===== src/rtl/snn_inference_ctrl_if.sv =====
// Handshake and data bundle between the inference sequencer and its neighbours.
// Latency: none. The bundle is wiring only.
// Backpressure: carries frame_valid/frame_ready and result_valid/result_ready; the bundle adds no buffering.
interface snn_inference_ctrl_if #(
   parameter int N_OUT = 10,
   parameter int CNT_W = 8,
   parameter int IDX_W = 4
);
   logic               start;
   logic               busy;
   logic               frame_valid;
   logic [127:0]       frame_data;
   logic               frame_ready;
   logic [127:0]       fan_in;
   logic               neuron_reset;
   logic [N_OUT-1:0]   neuron_spike;
   logic               underrun;
   logic               result_valid;
   logic               result_ready;
   logic [IDX_W-1:0]   result_class;
   logic [CNT_W-1:0]   result_count;

   // The sequencer side.
   modport master (
      input  start, frame_valid, frame_data, neuron_spike, result_ready,
      output busy, frame_ready, fan_in, neuron_reset, underrun,
             result_valid, result_class, result_count
   );

   // The spike source, neuron bank and result consumer side.
   modport slave (
      output start, frame_valid, frame_data, neuron_spike, result_ready,
      input  busy, frame_ready, fan_in, neuron_reset, underrun,
             result_valid, result_class, result_count
   );
endinterface


===== src/rtl/snn_inference_ctrl.sv =====
// Runs one SNN inference: clears the neuron bank, streams T_STEPS frames, counts spikes, then picks the winner by argmax.
// Latency: when start is sampled in cycle c, result_valid first rises in cycle c+4+T_STEPS+N_OUT.
// Backpressure: RUN never stalls, so a missing frame becomes a zero timestep and sets underrun; DONE holds until result_ready.
module snn_inference_ctrl #(
   parameter int N_OUT   = 10,
   parameter int T_STEPS = 25,
   parameter int CNT_W   = 8,
   parameter int IDX_W   = 4
) (
   input  logic                 i_clk,
   input  logic                 i_reset,
   snn_inference_ctrl_if.master io_ctrl
);

   localparam logic [7:0]       LP_LAST_STEP = 8'(T_STEPS - 1);
   localparam logic [IDX_W-1:0] LP_LAST_IDX  = IDX_W'(N_OUT - 1);
   localparam logic [CNT_W-1:0] LP_CNT_MAX   = '1;

   typedef enum logic [2:0] {
      S_IDLE,
      S_CLEAR,
      S_RUN,
      S_DRAIN,
      S_DECIDE,
      S_DONE
   } state_t;

   state_t             r_state;
   state_t             w_state_nxt;

   logic [7:0]         r_step;       // timestep index inside RUN
   logic               r_drain;      // second DRAIN cycle flag
   logic [IDX_W-1:0]   r_idx;        // argmax scan position
   logic [1:0]         r_vpipe;      // RUN flag delayed by 1 and 2 cycles
   logic [CNT_W-1:0]   r_cnt [N_OUT];
   logic               r_underrun;
   logic [IDX_W-1:0]   r_res_class;
   logic [CNT_W-1:0]   r_res_count;

   logic               w_busy;
   logic               w_frame_ready;
   logic               w_neuron_reset;
   logic               w_result_valid;
   logic [127:0]       w_fan_in;
   logic [CNT_W-1:0]   w_scan_cnt;

   // State register.
   always_ff @(posedge i_clk) begin
      if (i_reset) begin
         r_state <= S_IDLE;
      end else begin
         r_state <= w_state_nxt;
      end
   end

   // Next-state logic plus the outputs that decode directly from the state.
   always_comb begin
      w_state_nxt    = r_state;
      w_busy         = 1'b1;
      w_frame_ready  = 1'b0;
      w_neuron_reset = 1'b0;
      w_result_valid = 1'b0;
      w_fan_in       = '0;
      case (r_state)
         S_IDLE: begin
            w_busy = 1'b0;
            if (io_ctrl.start) begin
               w_state_nxt = S_CLEAR;
            end
         end
         S_CLEAR: begin
            w_neuron_reset = 1'b1;
            w_state_nxt    = S_RUN;
         end
         S_RUN: begin
            w_frame_ready = 1'b1;
            // A missing frame becomes a zero-input timestep, not a stall.
            if (io_ctrl.frame_valid) begin
               w_fan_in = io_ctrl.frame_data;
            end
            if (r_step == LP_LAST_STEP) begin
               w_state_nxt = S_DRAIN;
            end
         end
         S_DRAIN: begin
            if (r_drain) begin
               w_state_nxt = S_DECIDE;
            end
         end
         S_DECIDE: begin
            if (r_idx == LP_LAST_IDX) begin
               w_state_nxt = S_DONE;
            end
         end
         S_DONE: begin
            w_result_valid = 1'b1;
            if (io_ctrl.result_ready) begin
               w_state_nxt = S_IDLE;
            end
         end
         default: begin
            w_state_nxt = S_IDLE;
         end
      endcase
   end

   // Phase counters: timestep in RUN, the two DRAIN cycles, and the scan index in DECIDE.
   always_ff @(posedge i_clk) begin
      if (i_reset) begin
         r_step  <= '0;
         r_drain <= 1'b0;
         r_idx   <= '0;
      end else begin
         case (r_state)
            S_CLEAR: begin
               r_step  <= '0;
               r_drain <= 1'b0;
               r_idx   <= '0;
            end
            S_RUN:    r_step  <= r_step + 8'd1;
            S_DRAIN:  r_drain <= ~r_drain;
            S_DECIDE: r_idx   <= r_idx + IDX_W'(1);
            default: ;
         endcase
      end
   end

   // Delay the RUN flag by two cycles to match the neuron bank's spike latency.
   always_ff @(posedge i_clk) begin
      if (i_reset || (r_state == S_CLEAR)) begin
         r_vpipe <= '0;
      end else begin
         r_vpipe <= {r_vpipe[0], (r_state == S_RUN)};
      end
   end

   // Per-neuron spike counters. They count only inside the delayed RUN window and saturate.
   always_ff @(posedge i_clk) begin
      for (int i = 0; i < N_OUT; i++) begin
         if (i_reset || (r_state == S_CLEAR)) begin
            r_cnt[i] <= '0;
         end else if (r_vpipe[1] && io_ctrl.neuron_spike[i] && (r_cnt[i] != LP_CNT_MAX)) begin
            r_cnt[i] <= r_cnt[i] + CNT_W'(1);
         end
      end
   end

   // Sticky underrun flag. It is set by any RUN cycle without a frame and cleared by CLEAR.
   always_ff @(posedge i_clk) begin
      if (i_reset || (r_state == S_CLEAR)) begin
         r_underrun <= 1'b0;
      end else if ((r_state == S_RUN) && !io_ctrl.frame_valid) begin
         r_underrun <= 1'b1;
      end
   end

   // Select the counter under the scan index.
   always_comb begin
      w_scan_cnt = '0;
      for (int i = 0; i < N_OUT; i++) begin
         if (r_idx == IDX_W'(i)) begin
            w_scan_cnt = r_cnt[i];
         end
      end
   end

   // Sequential argmax. Index 0 seeds the best entry. Only a strictly greater count
   // replaces it afterwards, so ties go to the lowest index. The result holds outside DECIDE.
   always_ff @(posedge i_clk) begin
      if (i_reset) begin
         r_res_class <= '0;
         r_res_count <= '0;
      end else if (r_state == S_DECIDE) begin
         if ((r_idx == '0) || (w_scan_cnt > r_res_count)) begin
            r_res_class <= r_idx;
            r_res_count <= w_scan_cnt;
         end
      end
   end

   assign io_ctrl.busy         = w_busy;
   assign io_ctrl.frame_ready  = w_frame_ready;
   assign io_ctrl.fan_in       = w_fan_in;
   assign io_ctrl.neuron_reset = w_neuron_reset;
   assign io_ctrl.underrun     = r_underrun;
   assign io_ctrl.result_valid = w_result_valid;
   assign io_ctrl.result_class = r_res_class;
   assign io_ctrl.result_count = r_res_count;

endmodule


===== src/flat_wrapper.sv =====
// flat-port wrapper written by rule: the top's interface ports become plain ports
module snn_inference_ctrl_flat 
#(
   parameter int N_OUT   = 10,
   parameter int T_STEPS = 25,
   parameter int CNT_W   = 8,
   parameter int IDX_W   = 4
)
  (i_clk, i_reset, io_ctrl_start, io_ctrl_frame_valid, io_ctrl_frame_data, io_ctrl_neuron_spike, io_ctrl_result_ready, io_ctrl_busy, io_ctrl_frame_ready, io_ctrl_fan_in, io_ctrl_neuron_reset, io_ctrl_underrun, io_ctrl_result_valid, io_ctrl_result_class, io_ctrl_result_count);
  snn_inference_ctrl_if #(.N_OUT(N_OUT), .CNT_W(CNT_W), .IDX_W(IDX_W)) io_ctrl_i ();
  input  logic i_clk;
  input  logic i_reset;
  input wire logic [$bits(io_ctrl_i.start)-1:0] io_ctrl_start;
  input wire logic [$bits(io_ctrl_i.frame_valid)-1:0] io_ctrl_frame_valid;
  input wire logic [$bits(io_ctrl_i.frame_data)-1:0] io_ctrl_frame_data;
  input wire logic [$bits(io_ctrl_i.neuron_spike)-1:0] io_ctrl_neuron_spike;
  input wire logic [$bits(io_ctrl_i.result_ready)-1:0] io_ctrl_result_ready;
  output wire logic [$bits(io_ctrl_i.busy)-1:0] io_ctrl_busy;
  output wire logic [$bits(io_ctrl_i.frame_ready)-1:0] io_ctrl_frame_ready;
  output wire logic [$bits(io_ctrl_i.fan_in)-1:0] io_ctrl_fan_in;
  output wire logic [$bits(io_ctrl_i.neuron_reset)-1:0] io_ctrl_neuron_reset;
  output wire logic [$bits(io_ctrl_i.underrun)-1:0] io_ctrl_underrun;
  output wire logic [$bits(io_ctrl_i.result_valid)-1:0] io_ctrl_result_valid;
  output wire logic [$bits(io_ctrl_i.result_class)-1:0] io_ctrl_result_class;
  output wire logic [$bits(io_ctrl_i.result_count)-1:0] io_ctrl_result_count;
  assign io_ctrl_i.start = io_ctrl_start;
  assign io_ctrl_i.frame_valid = io_ctrl_frame_valid;
  assign io_ctrl_i.frame_data = io_ctrl_frame_data;
  assign io_ctrl_i.neuron_spike = io_ctrl_neuron_spike;
  assign io_ctrl_i.result_ready = io_ctrl_result_ready;
  assign io_ctrl_busy = io_ctrl_i.busy;
  assign io_ctrl_frame_ready = io_ctrl_i.frame_ready;
  assign io_ctrl_fan_in = io_ctrl_i.fan_in;
  assign io_ctrl_neuron_reset = io_ctrl_i.neuron_reset;
  assign io_ctrl_underrun = io_ctrl_i.underrun;
  assign io_ctrl_result_valid = io_ctrl_i.result_valid;
  assign io_ctrl_result_class = io_ctrl_i.result_class;
  assign io_ctrl_result_count = io_ctrl_i.result_count;
  snn_inference_ctrl #(.N_OUT(N_OUT), .T_STEPS(T_STEPS), .CNT_W(CNT_W), .IDX_W(IDX_W)) u_core (.i_clk(i_clk), .i_reset(i_reset), .io_ctrl(io_ctrl_i));
endmodule

===== config.mk =====
export PLATFORM = sky130hd
export DESIGN_NAME = snn_inference_ctrl_flat
export DESIGN_NICKNAME = d
export VERILOG_FILES = /design/src/rtl/snn_inference_ctrl_if.sv /design/src/rtl/snn_inference_ctrl.sv /design/src/flat_wrapper.sv
export SDC_FILE = /design/constraint.sdc
export NUM_CORES = 1
export LEC_CHECK = 0
export ABC_AREA = 1
export BUFFER_PORTS_ARGS = -buffer_cell sky130_fd_sc_hd__buf_2
export CORE_MARGIN = 2
export CORE_UTILIZATION = 55
export DETAILED_ROUTE_END_ITERATION = 8
export PLACE_DENSITY_LB_ADDON = 0.15
export SLEW_MARGIN = 20
export SYNTH_ARGS = -nofsm -noshare
export SYNTH_HDL_FRONTEND = slang
export SYNTH_SLANG_ARGS = --single-unit

===== constraint.sdc =====
create_clock -name i_clk -period 4.8 [get_ports i_clk]
set_clock_uncertainty 0.15 [all_clocks]
set_input_delay 0.24 -clock i_clk [delete_from_list [all_inputs] [get_ports i_clk]]
set_output_delay 0.24 -clock i_clk [all_outputs]
set_load 0.05 [all_outputs]

==> impl_metrics.ini <==
[status]
status = finished clean

[sta]
fmax_mhz = 242
hold_ws_ns = 0.0626
slew_headroom_pct = 32.2
post-route-min-period_ns = 4.14
hold_viol = 0
tightest_slew_ns = 1.02
setup_tns_ns = 0
final_max_slew_viol_count = 0
fin_crit_sh_pct = 86.2
rsz0062_at_grt = false
setup_violations = 0

[finish]
finalNetCount = 1582
fillers = 1253
layout.area.seq_sq_um = 3020
final_layout_size_suffix_gt1_share_pct = 24.4
final_area_sq_um = 9740
syn_to_final_growth_pct = 21.8
multi_input_area_sq_um = 4200

[clock_network]
cts_root_buf = clkbuf_16
cts_tree = yes
clock_path_buffers = 2
tritoncts.num_buffers = 9
numClockSinks = 111
htreeDepth = 3
hold_buffers = 0
cts_resized = 0
clock_latency_ns = 0.36
clk_pin_slew_worst_paths_ns = 0.07
cts_setup_buffers = 0

[synth]
yosys.area.top_type = edfxtp_1
synthArstFlopShare_pct = 0
synth_commonest_cells = 341 x nand2_1, 231 x nor2_1, 133 x inv_1
syn_nets = 1327
synthTopCellsByArea = edfxtp_1 30%, nand2_1 16%, nor2_1 11%
synth_top_area_share_pct = 30.0
synth_area_sq_um = 8000
yosys_warnings = 0
yosysSeqAreaShare_pct = 37.8
synth_flop_cell = edfxtp_1
yosys_register_bits = 111
synth_edf_count = 80
postSynthAreaPerCell_sq_um = 6.89
netlist_instances = 1160
ys_types = 45
synth_most_common_cell = nand2_1

[pwr]
p_int_w = 0.00213
p_sw_share_pct = 50.3
irDropWorstVdd_mv = 0.299
power_density_nw_per_um2 = 439
p_leak_nw = 4.93
power.total_w = 0.00428
p_switching_w = 0.00215
power_frac_clock_pct = 17.1
p_comb_share_pct = 49.1
p_seq_share_pct = 33.8

[placement]
dpl-instance-area_sq_um = 9450
finalWeightedCongestion = 1.04
port_buffers = 287
hpwl_mm = 21.4

[die]
dieArea_sq_um = 15500
pin_count = 288
core-area_sq_um = 14400
die_y_um = 125
die_x_um = 125
start_util_pct = 55.7
std_cell_rows = 44

[detailed_routing]
ant_nets = 0
vias_per_cell = 5.32
routed_wl_mm = 27.0
drt_first_pass_iters = 5
wire_per_inst_um = 16.8
drtIter0Drc = 986
vias = 8549
drc = 0

[global_routing]
grt_pass1_wl_mm = 40.9
gr-total-overflow = 0
grt_usage_pct = 33.8
grt_pass1_vias = 7551
antenna_found_initial = 7
grt_max_degree = 113

[critical_path]
path_cells = ha_1, nand3_1, inv_2, a21oi_1, nand2_1, nand2_1, nand3_1, nand3_1, nand2_1, inv_1, ha_1, a21oi_1, o21ai_0, nand2_1, o211ai_1, nand2_1, nand2_1, nand2_1, inv_1, nand3_1, nand2_1, inv_1
cpMostUsedCell = nand2_1
critical_path_class = flop to flop
critical-path-max-stage-delay_ns = 0.57
critPathCaptureType = flop
crit_slowest_cell = ha_1
crit_required_ns = 4.91
cp_num_buf_inv = 4
arrival_ns = 4.25
crit_fanout = 18
cpLargestDelayFamily = simple AND/OR/NAND/NOR gates
start_kind = flop

[hold_path]
holdCritPathClass = input port to flop

[run]
cap_violations = 0
cell usage in the layout (no fill, tap or decap), types with 14 or more instances in the layout:
cell type and instances:
edfxtp_1 80, inv_1 134, buf_2 286, nand3_1 86, nand2_1 341, a21oi_1 41
nor3_1 14, dfxtp_1 31, xor2_1 19, ha_1 24, nor2_1 231, o21ai_0 21
metal layers:
metal / up-vias / GRT usage (%) / part of all wire [%]
met1: 3851 / 46.0 / 43
met5: - / 0 / 0.15
li1: 4208 / - / -
met2: 421 / 47.9 / 42
met3: 63 / 13.0 / 12
met4: 6 / 14.5 / 3.4
stage by stage:
step | util, % | instances | worst slack [ns]
floorplan | - | 1160 | 1.84
global placement | 65.8 | 1588 | 0.886
detailed placement | 65.8 | 1588 | 0.729
CTS | 67.7 | 1604 | 0.711
global route | 67.8 | 1606 | 0.205
finish | 67.8 | 1608 | 0.660
worst register-to-register path, cell delays in order, from the launching register on:
cell and delay [ns]:
dfxtp_1 0.43, ha_1 0.57, nand3_1 0.33, inv_2 0.22
a21oi_1 0.06, nand2_1 0.07, nand2_1 0.06, nand3_1 0.07
nand3_1 0.09, nand2_1 0.10, inv_1 0.05, ha_1 0.29
a21oi_1 0.07, o21ai_0 0.15, nand2_1 0.07, o211ai_1 0.09
nand2_1 0.07, nand2_1 0.06, nand2_1 0.27, inv_1 0.52
nand3_1 0.14, nand2_1 0.08, inv_1 0.04
flip-flops by register name, summed over array words and instances, names as in the netlist:
| name | flops |
|---|---|
| u_core.r_cnt | 80 |
| u_core.io_ctrl.result_count | 8 |
| u_core.r_state | 3 |
| u_core.r_vpipe | 2 |
| u_core.io_ctrl.result_class | 4 |
| u_core.r_drain | 1 |
| u_core.r_idx | 4 |
| u_core.r_step | 8 |
| u_core.io_ctrl.underrun | 1 |
final cells by class:
class | instances | share of cell area, %
flip-flops and latches | 111 | 31.0
clock buffers | 10 | 2.57
multi-input cells | 861 | 43.1
well taps | 184 | 2.36
inverters | 142 | 5.53
clock inverters | 6 | 0.347
repair buffers | 290 | 15.0
diodes | 4 | 0.103
power by group through the flow:
stage               Sequential [W]  Clock, W  Combinational [W]
floorplan                  0.00150         0            0.00152
global placement           0.00145         0            0.00207
detailed placement         0.00146         0            0.00208
CTS                        0.00144  0.000731            0.00209
global route               0.00147  0.000765            0.00229
finish                     0.00145  0.000731            0.00210
worst paths after layout:
kind,from,end,slack [ns],depth (start not counted)
max,u_core.r_idx[0],u_core.io_ctrl.result_count[0],0.66,22
min,i_reset,u_core.r_state[0],0.06,2
max reg2reg,u_core.r_idx[0],u_core.io_ctrl.result_count[0],0.66,22
min reg2reg,u_core.r_vpipe[0],u_core.r_vpipe[1],0.26,2
logic make-up (layout without fill, tap and decap cells):
| family | count (synthesis) | count (layout) | share of synthesized area, % |
|---|---|---|---|
| AND/OR/NAND/NOR | 724 | 724 | 39.7 |
| buffers and inverters | 188 | 448 | 9.73 |
| flip-flops | 111 | 111 | 37.8 |
| AO/OA/AOI/OAI | 92 | 92 | 6.76 |
| adder cells (fa/ha/maj) | 24 | 24 | 3.75 |
| XOR/XNOR | 21 | 21 | 2.30 |
| other | 0 | 4 | 0 |
Note: power is estimated with default switching activity, not from simulation.
